<file path="config.mk">
export PLATFORM = sky130hd
export DESIGN_NAME = m_a_func
export DESIGN_NICKNAME = d
export VERILOG_FILES = /design/src/rtl/m_a_func.sv
export SDC_FILE = /design/constraint.sdc
export NUM_CORES = 1
export LEC_CHECK = 0
export BUFFER_PORTS_ARGS = -buffer_cell sky130_fd_sc_hd__buf_4
export CORE_MARGIN = 2
export CORE_UTILIZATION = 29
export CTS_BUF_LIST = sky130_fd_sc_hd__clkbuf_16
export DETAILED_ROUTE_END_ITERATION = 10
export SETUP_SLACK_MARGIN = 0.4
export SYNTH_ARGS = -nofsm -noshare
export SYNTH_HDL_FRONTEND = slang
export SYNTH_SLANG_ARGS = --single-unit
export TNS_END_PERCENT = 30
</file>
<file path="constraint.sdc">
create_clock -name clk -period 3.3 [get_ports clk]
set_clock_uncertainty 0.2 [all_clocks]
set_input_delay 0.495 -clock clk [delete_from_list [all_inputs] [get_ports clk]]
set_output_delay 0.495 -clock clk [all_outputs]
set_load 0.02 [all_outputs]
</file>
<file path="src/rtl/m_a_func.sv">
// m_a_func: two fixed 3-input Boolean functions of {x1,x2,x3}, offered both
// combinationally and as registered copies, plus a saturating z1 hit counter.
module m_a_func #(
   parameter int CNT_W = 8
) (
   input  logic             clk,
   input  logic             rst_n,
   input  logic             x1,
   input  logic             x2,
   input  logic             x3,
   input  logic             cnt_clr,
   output logic             z1,
   output logic             z2,
   output logic             z1_r,
   output logic             z2_r,
   output logic             vld_r,
   output logic [CNT_W-1:0] z1_cnt
);

   localparam logic [CNT_W-1:0] CNT_MAX = {CNT_W{1'b1}};
   localparam logic [CNT_W-1:0] CNT_ONE = {{(CNT_W-1){1'b0}}, 1'b1};

   logic [2:0]       idx_s;
   logic             z1_s;
   logic             z2_s;
   logic [CNT_W-1:0] cnt_r;
   logic [CNT_W-1:0] cnt_nxt_s;

   assign idx_s = {x1, x2, x3};

   // Truth table lookup for both functions; clock and reset play no part here.
   always_comb begin
      z1_s = 1'b0;
      z2_s = 1'b0;
      case (idx_s)
         3'b000:  begin z1_s = 1'b0; z2_s = 1'b0; end
         3'b001:  begin z1_s = 1'b1; z2_s = 1'b0; end
         3'b010:  begin z1_s = 1'b1; z2_s = 1'b0; end
         3'b011:  begin z1_s = 1'b0; z2_s = 1'b1; end
         3'b100:  begin z1_s = 1'b1; z2_s = 1'b0; end
         3'b101:  begin z1_s = 1'b1; z2_s = 1'b1; end
         3'b110:  begin z1_s = 1'b0; z2_s = 1'b1; end
         3'b111:  begin z1_s = 1'b1; z2_s = 1'b1; end
         default: begin z1_s = 1'bx; z2_s = 1'bx; end
      endcase
   end

   assign z1 = z1_s;
   assign z2 = z2_s;

   // Next counter value: clear wins over increment, increment stops at all-ones.
   always_comb begin
      cnt_nxt_s = cnt_r;
      if (cnt_clr) begin
         cnt_nxt_s = {CNT_W{1'b0}};
      end else if (z1_s && (cnt_r != CNT_MAX)) begin
         cnt_nxt_s = cnt_r + CNT_ONE;
      end else begin
         cnt_nxt_s = cnt_r;
      end
   end

   // Registered copies, valid flag and hit counter with asynchronous clear.
   always_ff @(posedge clk or negedge rst_n) begin
      if (!rst_n) begin
         z1_r  <= 1'b0;
         z2_r  <= 1'b0;
         vld_r <= 1'b0;
         cnt_r <= {CNT_W{1'b0}};
      end else begin
         z1_r  <= z1_s;
         z2_r  <= z2_s;
         vld_r <= 1'b1;
         cnt_r <= cnt_nxt_s;
      end
   end

   assign z1_cnt = cnt_r;

endmodule

</file>
======== Yosys cells after proc, flatten, opt, wreduce, memory -nomap -nowiden ========
Memories as Yosys holds them, arrays and structs flattened.
Cells that the tools add are included.
Widths: inputs -> output; s select.
word-level totals
  word-level logic and storage cells ...... 11
  flip-flop bits (word level) ............. 11
  input bits .............................. 6
  memories kept ........................... 1
  output and inout port bits .............. 13
  memory bits (read-only) ................. 16
memory list
  name              depth  bits a word  read ports  clocked after memory_dff  wr ports  line  source
  (name not given)  8      2            1           0                         0         35    case (idx_s)
cells by class
  equality and inequality tests ........... 1
  reductions and logical operators ........ 2
  add/subtract/negate cells ............... 1
  mux-type cells .......................... 2
operator list
  operator             count
  $mux 8               2
  $add 8x1->8 const B  1
  $ne 8x8->1 const B   1
  $reduce_bool 2->1    1
  $logic_and 1x1->1    1

======== Depth between registers and ports, before layout ========
  depth in word-level cells ............... 4
  mapped depth ............................ 6
  gate-level depth less buffers ........... 6

======== Least setup slack after synthesis ========
Ideal clock, no wire load.
  path type ............................... input-to-output
  start point ............................. in x2
  end point ............................... out z1
  data arrival time ....................... 1.261 ns
  stages on the path ...................... 4
  path buffers ............................ 0
  path slack .............................. 1.344 ns
  path through ............................ inv_1 -> ha_1 -> or2_4 -> and2_1
on the way
  cells in the longest elaborated chain, start to end .. 1
ends and longest elaborated chain
  what             line  source
  start, declared  9     input logic x2,
  $mem_v2 8x2      -
  end, declared    12    output logic z1,
Every way passes these cells.

======== Worst setup path after layout ========
  start point ............................. in x3
  end point ............................... out z1
on the way
  cells in the longest elaborated chain, start to end .. 1
ends and longest elaborated chain
  what             line  source
  start, declared  10    input logic x3,
  $mem_v2 8x2      -
Every way passes these cells.

==> flow_metrics.tcl <==
set metrics [dict create \
    power_leakage_nw 0.420 \
    maxCapViolCount 0 \
    reg2reg_from "z1_cnt[0]$_DFFE_PN0P_" \
    final-hold-violation-count 0 \
    drtIter0Drc 6 \
    vias 495 \
    synth_top_cell_by_area "dfrtp_1" \
    grt_pass1_wl_mm 1.97 \
    cpMostUsedCell "buf_4" \
    power_density_mw_per_mm2 499 \
    diodes 0 \
    fin_crit_sh_pct 66.1 \
    wire_per_inst_um 10.6 \
    synthesis.nets 70 \
    tritoncts "built" \
    ctsResizeCount 0 \
    initial_utilization_pct 30.7 \
    worstSetupStartpointType "input pin" \
    rows 16 \
    yosys_warnings 0 \
    synth_area_per_cell_sq_um 9.93 \
    die_area_sq_mm 0.00243 \
    max_freq_ghz 0.458 \
    layout-drive-gt1-share_pct 31.7 \
    synth_seq_cells 11 \
    setup.worst_path.class "input pin to primary output" \
    worstHoldPathType "input pin to register" \
    cts_inserted_buffers 3 \
    netlist_instances 60 \
    rr_endpoint "z1_cnt[1]$_DFFE_PN0P_" \
    grt_max_degree 12 \
    core_sq_mm 0.00194 \
    vdd_ir_drop_max_uv 395 \
    path_cells "buf_4, inv_1, ha_1, or2_4, and2_1, buf_4" \
    ys_seq_area_share_pct 46.2 \
    reg2reg_setup_slack_ns 1.58 \
    synth-edff-count 0 \
    cts.hold.buffers_added 1 \
    ant_nets 0 \
    drc 0 \
    required_ns 2.60 \
    setup_viol 0 \
    slew_violations 0 \
    synthArstFlopShare_pct 100 \
    wirelength_mm 1.16 \
    dpl_worst_slack_ns 1.12 \
    syn2layout_area_growth_pct 42.6 \
    status "complete, no violations" \
    track_usage_pct 11.0 \
    clockBufferDepth 2 \
    cp_max_fo 6 \
    min_from "cnt_clr" \
    min_period_ns 2.18 \
    nets 93 \
    io_pins 19 \
    postCtsSetupRepairBufs 0 \
    whs_path_depth 2 \
    cts_max_level 1 \
    fill_cells 194 \
    worstHoldEndpoint "z1_cnt[5]$_DFFE_PN0P_" \
    die-width_um 49.3 \
    register_area_sq_um 275 \
    grt-ovfl-total 0 \
    cp-end-kind "primary output" \
    port_buffers 18 \
    clockRootBuffer "clkbuf_16" \
    antenna_found_initial 0 \
    yosys.area.top_type_share_pct 46.2 \
    netlist_area_sq_um 596 \
    path_delay_family "simple AND/OR/NAND/NOR gates" \
    path_buf_inv 3 \
    drt_first_pass_iters 4 \
    synth_most_common_cell "dfrtp_1" \
    worstPathArrival_ns 1.49 \
    multi_input_area_sq_um 302 \
    via_per_inst 4.54 \
    slowest_stage "or2_4" \
    synth_flop_cell "dfrtp_1" \
    clock_latency_ns 0.24 \
    clock-sinks 11 \
    synth_area_leaders "dfrtp_1, ha_1, mux2i_1" \
    slowest_delay_ns 0.28 \
    routabilityCongestion 0.704 \
    ys_top_cells_by_count "dfrtp_1, nor2_1, nand3_1" \
    rsz0062_at_grt "false" \
    synth.distinct_cells 26 \
    total_power_uw 424 \
    path_clk_slew_ns 0.04 \
    fin_tns_setup_ns 0 \
    dp_hpwl_um 883 \
    layout_setup_ws_ns 1.12 \
    reg2regPathDepth 5 \
    grt_pass1_vias 446 \
    die_h_um 49.3 \
]
[cell families (layout without fill, tap and decap cells)]
kind of cell	Yosys count	in the layout	share of synthesized area (%)
other	1	1	0.630
and+or+nand+nor	25	25	23.7
adders and majority gates	4	4	8.40
buffers and inverters	5	27	3.15
muxes	5	5	8.61
xor gates and xnor gates	1	1	1.47
AOI/OAI and AO/OA	8	8	7.77
DFF	11	11	46.2
[worst max path at each step]
stage | start | end | slack, ns | cells after the start
2_1_floorplan | x2 | z1 | 1.34 | 4
3_3_place_gp | x2 | z1 | 1.13 | 6
3_5_place_dp | x3 | z1 | 1.12 | 6
4_1_cts | x3 | z1 | 1.12 | 6
5_1_grt | x3 | z1 | 1.07 | 6
6_report | x3 | z1 | 1.12 | 6
[cells in the final DEF, fill, tap and decap left out, drive strengths merged, types with 2 or more instances in the layout]
cell	instances
a21oi	2
inv	5
and2	2
o21ai	3
nor2	6
nand3	5
mux2i	4
nand2	3
dfrtp	11
buf	18
ha	4
clkbuf	3
nor3	2
and3	2
[per-stage QoR]
| stage | hold slack, ns | area [sq um] | utilization, % | cells |
|---|---|---|---|---|
| 2_1_floorplan | -0.000591 | 596 | - | 60 |
| 3_3_place_gp | 0.137 | 761 | 39.2 | 104 |
| 3_5_place_dp | 0.137 | 761 | 39.2 | 104 |
| 4_1_cts | 0.295 | 850 | 43.8 | 109 |
| 5_1_grt | 0.299 | 850 | 43.8 | 109 |
| 6_report | 0.297 | 850 | 43.8 | 109 |
[worst register-to-register path, cell delays in order (launching register included)]
cell	delay [ns]
dfrtp_1	0.40
ha_1	0.26
nand3_1	0.13
o211ai_1	0.34
mux2i_1	0.22
nor2_1	0.06
[cell type report]
cell class | count | share of cell area, %
Timing Repair Buffer | 19 | 17.1
Sequential cell | 11 | 32.4
Clock buffer | 3 | 8.84
Multi-Input combinational cell | 44 | 35.5
Inverter | 4 | 1.77
Tap cell | 27 | 3.98
Clock inverter | 1 | 0.442
[per-layer routing]
metal / vias up / track usage (%) / share of wire [%]
li1: 252 / - / -
met1: 224 / 13.5 / 46
met2: 17 / 16.2 / 46
met3: 2 / 5.52 / 7.1
met4: 0 / 4.29 / 1.1
met5: - / 0 / 0
[power breakdown]
group / internal [mW] / total [mW] / switching [mW] / leakage [nW]
registers: 0.143 / 0.149 / 0.00594 / 0.144
logic: 0.0273 / 0.0613 / 0.0340 / 0.234
clock network: 0.159 / 0.214 / 0.0552 / 0.0423
[sequential cells by signal, indices dropped and copies added, names as in the netlist]
signal  flops
vld_r       1
z1_cnt      8
z1_r        1
z2_r        1
No activity file was read; power rests on OpenSTA's default activity.
